File: src/rtl/button_pkg.sv
// Shared types and default timing constants for the button press counter.
package button_pkg;

  typedef enum logic [1:0] {
    RELEASED    = 2'd0,
    PRESS_CHK   = 2'd1,
    HELD        = 2'd2,
    RELEASE_CHK = 2'd3
  } btn_state_e;

  localparam int unsigned DEBOUNCE_DEFAULT = 120000;
  localparam int unsigned LONG_DEFAULT     = 12000000;

endpackage

File: src/rtl/btn_debounce.sv
// Synchronizes the raw active-low button, debounces it and reports the
// debounced level plus a one-cycle strobe per accepted press.
module btn_debounce
  import button_pkg::*;
#(
  parameter int unsigned DEBOUNCE_CYCLES = DEBOUNCE_DEFAULT
) (
  input  logic clk,
  input  logic rst,
  input  logic btn_n,
  output logic pressed,
  output logic press_pulse,
  output logic accept_c
);

  localparam int unsigned CW = $clog2(DEBOUNCE_CYCLES);
  // Transition fires on the edge where the counter reaches DEBOUNCE_CYCLES-1.
  localparam logic [CW-1:0] CNT_LAST = CW'(DEBOUNCE_CYCLES - 2);

  logic          sync1;
  logic          s;
  btn_state_e    state, state_d;
  logic [CW-1:0] cnt, cnt_d;
  logic          pressed_d;

  // Two-flop synchronizer, stored active-high
  always_ff @(posedge clk or posedge rst) begin
    if (rst) begin
      sync1 <= 1'b0;
      s     <= 1'b0;
    end else begin
      sync1 <= ~btn_n;
      s     <= sync1;
    end
  end

  always_ff @(posedge clk or posedge rst) begin
    if (rst) begin
      state       <= RELEASED;
      cnt         <= '0;
      pressed     <= 1'b0;
      press_pulse <= 1'b0;
    end else begin
      state       <= state_d;
      cnt         <= cnt_d;
      pressed     <= pressed_d;
      press_pulse <= accept_c;
    end
  end

  always_comb begin
    state_d   = state;
    cnt_d     = cnt;
    pressed_d = pressed;
    accept_c  = 1'b0;
    case (state)
      RELEASED: begin
        if (s) begin
          state_d = PRESS_CHK;
          cnt_d   = '0;
        end
      end
      PRESS_CHK: begin
        if (!s) begin
          state_d = RELEASED;
        end else begin
          cnt_d = cnt + CW'(1);
          if (cnt == CNT_LAST) begin
            state_d   = HELD;
            pressed_d = 1'b1;
            accept_c  = 1'b1;
          end
        end
      end
      HELD: begin
        if (!s) begin
          state_d = RELEASE_CHK;
          cnt_d   = '0;
        end
      end
      RELEASE_CHK: begin
        if (s) begin
          state_d = HELD;
        end else begin
          cnt_d = cnt + CW'(1);
          if (cnt == CNT_LAST) begin
            state_d   = RELEASED;
            pressed_d = 1'b0;
          end
        end
      end
      default: begin
        state_d = RELEASED;
      end
    endcase
  end

endmodule

File: src/rtl/button_press_counter.sv
// Counts debounced button presses on a 4-bit led bus. Define LONG_PRESS_EN
// to add long-press detection, which clears led and strobes long_pulse.
module button_press_counter
  import button_pkg::*;
#(
  parameter int unsigned DEBOUNCE_CYCLES = DEBOUNCE_DEFAULT,
  parameter int unsigned LONG_CYCLES     = LONG_DEFAULT
) (
  input  logic       clk,
  input  logic       rst,
  input  logic       btn_n,
  output logic [3:0] led,
  output logic       pressed,
  output logic       press_pulse,
  output logic       long_pulse
);

  logic accept_c;

  btn_debounce #(
    .DEBOUNCE_CYCLES(DEBOUNCE_CYCLES)
  ) u_debounce (
    .clk        (clk),
    .rst        (rst),
    .btn_n      (btn_n),
    .pressed    (pressed),
    .press_pulse(press_pulse),
    .accept_c   (accept_c)
  );

`ifdef LONG_PRESS_EN
  localparam int unsigned HW = $clog2(LONG_CYCLES);

  logic [HW-1:0] hold_cnt;
  logic          long_hit_c;

  // A long press landing on the acceptance edge is a configuration error.
  if (LONG_CYCLES <= DEBOUNCE_CYCLES) begin : g_cfg_err
    $error("LONG_CYCLES must exceed DEBOUNCE_CYCLES");
  end

  assign long_hit_c = pressed && (hold_cnt == HW'(LONG_CYCLES - 2));

  // Hold counter runs while pressed (HELD/RELEASE_CHK) and saturates
  always_ff @(posedge clk or posedge rst) begin
    if (rst) begin
      hold_cnt <= '0;
    end else if (!pressed) begin
      hold_cnt <= '0;
    end else if (hold_cnt != HW'(LONG_CYCLES - 1)) begin
      hold_cnt <= hold_cnt + HW'(1);
    end
  end

  always_ff @(posedge clk or posedge rst) begin
    if (rst) begin
      led        <= 4'd0;
      long_pulse <= 1'b0;
    end else begin
      long_pulse <= long_hit_c;
      if (long_hit_c) begin
        led <= 4'd0;
      end else if (accept_c) begin
        led <= led + 4'd1;
      end
    end
  end
`else
  assign long_pulse = 1'b0;

  always_ff @(posedge clk or posedge rst) begin
    if (rst) begin
      led <= 4'd0;
    end else if (accept_c) begin
      led <= led + 4'd1;
    end
  end
`endif

endmodule

File: config.mk
export PLATFORM = sky130hd
export DESIGN_NAME = button_press_counter
export DESIGN_NICKNAME = d
export VERILOG_FILES = /design/src/rtl/button_pkg.sv /design/src/rtl/btn_debounce.sv /design/src/rtl/button_press_counter.sv
export SDC_FILE = /design/constraint.sdc
export NUM_CORES = 1
export LEC_CHECK = 0
export ABC_AREA = 0
export ABC_CLOCK_PERIOD_IN_PS = 3800
export CELL_PAD_IN_SITES_DETAIL_PLACEMENT = 1
export CELL_PAD_IN_SITES_GLOBAL_PLACEMENT = 1
export CORE_MARGIN = 2
export CORE_UTILIZATION = 30
export DETAILED_ROUTE_END_ITERATION = 10
export GPL_TIMING_DRIVEN = 1
export PLACE_DENSITY_LB_ADDON = 0.15
export SLEW_MARGIN = 20
export SYNTH_ARGS = -nofsm -noshare
export SYNTH_HDL_FRONTEND = slang
export SYNTH_SLANG_ARGS = --single-unit
export TNS_END_PERCENT = 100
File: constraint.sdc
create_clock -name clk -period 3.8 [get_ports clk]
set_clock_uncertainty 0.15 [all_clocks]
set_input_delay 0.76 -clock clk [delete_from_list [all_inputs] [get_ports clk]]
set_output_delay 0.76 -clock clk [all_outputs]
set_load 0.1 [all_outputs]
-- Word-level counts from Yosys, hierarchy flattened
Index checks and enable logic that the tools add are counted.
W data, S select, Z words.
- register bits: 27
- output and inout port bits: 7
- add/subtract/negate cells: 2
- eq/ne operators: 12
- muxes and demuxes: 20
- bitwise logic cells: 1
- reductions and logical operators: 5
- operator list (cell ; count):
    $mux W17 ; 4
    $pmux W17 S4 ; 1
    $add A17 B1 Y17 const B ; 1
    $eq A17 B17 Y1 const B ; 1
    $mux W2 ; 6
    $ne A2 B1 Y1 const B ; 4
    $pmux W2 S4 ; 1
    $reduce_and A4 Y1 ; 2
    $mux W1 ; 7
    $reduce_and A5 Y1 ; 1
    $add A4 B1 Y4 const B ; 1
    $eq A2 B2 Y1 const B ; 2
    $ne A2 B2 Y1 const B ; 2
    $ne A3 B1 Y1 const B ; 1
    $ne A3 B3 Y1 const B ; 1
    $eq A2 B1 Y1 const B ; 1
    $logic_not A2 Y1 ; 1
    $pmux W1 S2 ; 1
    $reduce_bool A2 Y1 ; 1
    $not A1 Y1 ; 1

-- Depth between registers and ports, before layout
- depth after elaboration: 4
- mapped depth: 6

-- Modules after synthesis
A second synthesis with hierarchy kept.
- cells, all modules: 131
- area, all modules: 1322.5 um^2
- by module, submodules not included (module ; times used ; cells an instance ; area each (um^2)):
    btn_debounce ; 1 ; 117 ; 1147.4
    button_press_counter ; 1 ; 14 ; 175.2

-- Worst setup path after synthesis
OpenSTA, ideal clock, no wires.
- path kind: register -> register
- from: register u_debounce.cnt[0]
- to: register led[3]
- setup time: 0.158 ns
- data arrival time: 1.658 ns
- setup slack: 1.834 ns
- stages on the path, launching flop included: 7
- buffers on the path: 0
- clock period less this slack: 1.966 ns
- path through: dfrtp_1 > inv_1 > ha_1 > or4bb_1 > nor4_2 > nand4_1 > xnor2_1
- longest elaborated chain between the ends: 4
- ends and longest elaborated chain (what ; line ; RTL):
    from (decl) ; btn_debounce.sv:23 ; logic [CW-1:0] cnt, cnt_d;
    from (signal assigned) ; btn_debounce.sv:45 ; cnt <= cnt_d;
    $eq A17 B17 Y1 ; btn_debounce.sv:68 ; if (cnt == CNT_LAST) begin
    $mux W1 ; btn_debounce.sv:68 ;
    $mux W1 ; btn_debounce.sv:64 ; if (!s) begin
    $mux W1 ; btn_debounce.sv:56 ; case (state)
    to (signal assigned) ; button_press_counter.sv:75 ; led <= led + 4'd1;
    to (decl) ; button_press_counter.sv:12 ; output logic [3:0] led,
No other way between the ends.
A chain may end at the register's enable or synchronous reset.

-- Worst setup path after layout
- from: register led[0]
- to: output led[0]
No word-level cell between the ends.

==> impl_table.tex <==
\begin{tabular}{lr}
\hline
Metric & Value \\
\hline
\multicolumn{2}{l}{\textbf{Synth}} \\
\quad Number of nets produced by synthesis & 141 \\
\quad Netlist Area Pre-Place & 0.00141 sq mm \\
\quad Number of different library cells in the post-synthesis netlist & 43 \\
\quad Number of warning messages in the yosys log & 0 \\
\quad Most used flip-flop cell after synthesis & sky130\_fd\_sc\_hd\_\_dfrtp\_1 \\
\quad Post-synthesis register bit count & 27 \\
\quad Proportion of synthesized chip area in sequential cells & 0.480 \\
\quad Share of flip-flops with an asynchronous set or reset & 1.00 \\
\quad Number of enable-type register cells in the synthesized netlist & 0 \\
\quad Average cell area after synthesis & 10.4 sq um \\
\quad Cell count after synthesis & between 100 and 150 \\
\multicolumn{2}{l}{\textbf{Die}} \\
\quad Effective utilization at floorplan & 0.317 \\
\quad Num rows & 24 \\
\quad Die span in y & 72.5 um \\
\quad Core outline area & 0.00444 sq mm \\
\quad Die ar. & 0.00526 sq mm \\
\quad Die Wd & 72.5 um \\
\quad Number of top-level pins & 10 \\
\multicolumn{2}{l}{\textbf{Power and ir drop}} \\
\quad Leak pwr & 0.654 nW \\
\quad PwrDens & 333 mW/mm\^{}2 \\
\quad Peak supply drop & 0.207 mV \\
\quad Total power & 0.000522 W \\
\multicolumn{2}{l}{\textbf{Setup path}} \\
\quad Data arrival time at the worst-slack endpoint & 1850 ps \\
\quad Startpoint of the worst-slack reg-to-reg timing path & u\_debounce.cnt[9] \\
\quad End of the worst register-to-register path & led[1] \\
\quad Critical path fanouts, max & 4 \\
\quad Nature of the critical path startpoint & flip-flop \\
\quad R2r worst-path depth & 4 \\
\quad Kind of end point of the critical path & output port \\
\quad Required time of the worst setup path & 2890 ps \\
\quad Longest individual stage delay on the worst path & roughly 1200 ps \\
\quad Bufs and invs on worst path & 1 \\
\quad Setup Crit Path Kind & flip-flop to output port \\
\quad Cell chain of the critical path & clkdlybuf4s50\_1 \\
\quad Worst reg-to-reg setup slack & 1610 ps \\
\quad Top cell family by delay on the critical path & buffers and inverters \\
\quad Cell at the slowest stage of the critical path & sky130\_fd\_sc\_hd\_\_clkdlybuf4s50\_1 \\
\multicolumn{2}{l}{\textbf{Drt}} \\
\quad Aggregate routed wire length & 3.22 mm \\
\quad Total iterations of the first detailed-routing run & 2 \\
\quad Final routed wire length divided by cell count & approximately 17 um \\
\quad Routed via count & 1025 \\
\quad Iteration-0 DRC count of the detailed router & 60 \\
\quad Drt via density & 5.28 \\
\quad Number of nets with antenna violations after routing & 0 \\
\quad DRC violation count after routing & 0 \\
\multicolumn{2}{l}{\textbf{Cells and area}} \\
\quad Final core utilization & 0.353 \\
\quad Final Net Count & 149 \\
\quad Area of the multi-input gates & 678 sq um \\
\quad Number of fillers in the final layout & 513 \\
\quad Commonest non-fill, non-tap cells in the layout & 27 x sky130\_fd\_sc\_hd\_\_dfrtp\_1, 10 x sky130\_fd\_sc\_hd\_\_xnor2\_1, 10 x sky130\_fd\_sc\_hd\_\_nor2\_1 \\
\quad Most frequent standard cell in the layout excluding fill and tap cells & sky130\_fd\_sc\_hd\_\_dfrtp\_1 \\
\quad Layout cell share with drive strength beyond 1 & 0.0986 \\
\quad Number of cells in the finished layout apart from fillers & between 150 and 200 \\
\quad Register cell area after layout & 676 sq um \\
\quad Number of antenna cells inserted & 0 \\
\quad Area overhead of the layout relative to synthesis & 11.6\% \\
\multicolumn{2}{l}{\textbf{Clocking}} \\
\quad Clock transition at the registers of the reported paths & 100 ps \\
\quad CTS tree & built \\
\quad Number of cells upsized or downsized after cts & 0 \\
\quad Cell at the root of the clock tree & sky130\_fd\_sc\_hd\_\_clkbuf\_8 \\
\quad Bufs on Longest Clock Path & 2 \\
\quad Clock insertion delay at the later pin of the skew report & 270 ps \\
\quad Number of buffers inserted during clock tree synthesis & 3 \\
\quad Clock net sink count & 27 \\
\quad Number of levels in the clock H-tree & 1 \\
\quad Post-CTS Repair Setup Buffers & 0 \\
\quad Count of hold buffers inserted by post-cts repair & 0 \\
\multicolumn{2}{l}{\textbf{Min path}} \\
\quad Worst-case hold path end point & u\_debounce.s \\
\quad Cell depth of the worst min-delay path & 0 \\
\quad Startpoint of the most critical hold path & u\_debounce.sync1 \\
\quad Worst hold path type & flip-flop to flip-flop \\
\multicolumn{2}{l}{\textbf{Timing}} \\
\quad Hold Vio Cnt, Final & 0 \\
\quad Worst Max-Slew Pin Slew & 979 ps \\
\quad Setup repair after global routing missed its margin & false \\
\quad Minimum period implied by the final worst setup slack & 2760 ps \\
\quad Final TNS setup & 0 ps \\
\quad Final-report setup violation count & 0 \\
\quad Headroom to the max-slew limit & 0.345 \\
\quad Tcrit/Tclk final & 0.727 \\
\quad Achievable frequency & between 300 and 400 MHz \\
\quad Worst hold-check slack & 211 ps \\
\quad Pins Over Slew Limit & 0 \\
\multicolumn{2}{l}{\textbf{Flow run}} \\
\quad Maximum capacitance violations & 0 \\
\multicolumn{2}{l}{\textbf{Placed design}} \\
\quad PortBufs & 8 \\
\quad Weighted congestion at the end of routability-driven global placement & 0.730 \\
\quad HPWL after detailed placement & 2.32 mm \\
\quad Placed cells & 190 \\
\multicolumn{2}{l}{\textbf{GRT}} \\
\quad First-pass GRT wire length & 5.41 mm \\
\quad Congestion Overflow GR & 0 \\
\quad Global routing usage summed across all routing layers & 0.135 \\
\quad Vias in the first global route & 1062 \\
\quad Maximum number of pins on one net before global-route repair & 28 \\
\quad Antenna violations before repair & 0 \\
\multicolumn{2}{l}{\textbf{Run status}} \\
\quad Run status & complete, no violations \\
\hline
\end{tabular}
routing by layer:
layer | track usage | vias up | routed length, um
met5 | 0 | - | 0
met4 | 0.0185 | 0 | 13
met3 | 0.0333 | 2 | 57
met2 | 0.200 | 4 | 1460
met1 | 0.206 | 521 | 1680
li1 | - | 498 | -
Yosys cell counts (2+ instances only):
cell type,instances,area share
sky130_fd_sc_hd__nor4b_1,2,0.012
sky130_fd_sc_hd__nor2_1,10,0.027
sky130_fd_sc_hd__nor4_1,3,0.013
sky130_fd_sc_hd__o31ai_1,3,0.016
sky130_fd_sc_hd__or3_4,2,0.016
sky130_fd_sc_hd__a21oi_1,5,0.018
sky130_fd_sc_hd__nor3_1,3,0.011
sky130_fd_sc_hd__dfrtp_1,27,0.48
sky130_fd_sc_hd__and3_1,2,0.0089
sky130_fd_sc_hd__ha_1,3,0.027
sky130_fd_sc_hd__nand2_1,7,0.019
sky130_fd_sc_hd__xor2_1,2,0.012
sky130_fd_sc_hd__o21ai_0,7,0.025
sky130_fd_sc_hd__nand4_2,2,0.018
sky130_fd_sc_hd__nand2b_1,2,0.0089
sky130_fd_sc_hd__nand3_1,7,0.025
sky130_fd_sc_hd__nand4_1,5,0.022
sky130_fd_sc_hd__clkbuf_1,2,0.0053
sky130_fd_sc_hd__inv_1,5,0.013
sky130_fd_sc_hd__or3_1,3,0.013
sky130_fd_sc_hd__or4_1,2,0.011
sky130_fd_sc_hd__xnor2_1,10,0.062
per-stage QoR:
step	cell area (sq um)	setup slack (ps)
floorplan	1410	1830
global placement	1530	1360
detailed placement	1530	1330
CTS	1570	1030
global route	1570	976
finish	1570	1040
worst max-delay path by stage:
| stage | start | endpoint | slack [ps] | cells past startpoint |
|---|---|---|---|---|
| 6_report | led[0] | led[0] | 1040 | 1 |
| 5_1_grt | led[0] | led[0] | 980 | 1 |
| 4_1_cts | led[0] | led[0] | 1030 | 1 |
| 3_5_place_dp | led[0] | led[0] | 1330 | 1 |
| 3_3_place_gp | led[0] | led[0] | 1360 | 1 |
| 2_1_floorplan | u_debounce.cnt[0] | led[3] | 1830 | 6 |
cells by family after synthesis:
logic type,synth area share
XOR/XNOR,0.0747
adder cells (fa/ha/maj),0.0267
AO/OA/AOI/OAI,0.0782
buffers and inverters,0.0382
flip-flops,0.480
other,0.00266
multiplexers,0.0151
AND/OR/NAND/NOR,0.284
flip-flops by register name, indices dropped and copies added (netlist names), named ones only:
name and count:
led 4, u_debounce.cnt 17, u_debounce.press_pulse 1, u_debounce.s 1, u_debounce.pressed 1, u_debounce.state 1
u_debounce.sync1 1
final cells by class:
type / count / area share
clock buffer: 4 / 0.0287
timing repair buffer: 9 / 0.0558
tap: 52 / 0.0414
multi-input combinational: 97 / 0.432
inverter: 5 / 0.0120
sequential: 27 / 0.430
power breakdown:
group	total, W	internal [W]	switching, W
combinational	0.0000415	0.0000172	0.0000243
sequential	0.000314	0.000297	0.0000174
clock	0.000167	0.0000752	0.0000915
Note: power is estimated with default switching activity, not from simulation.
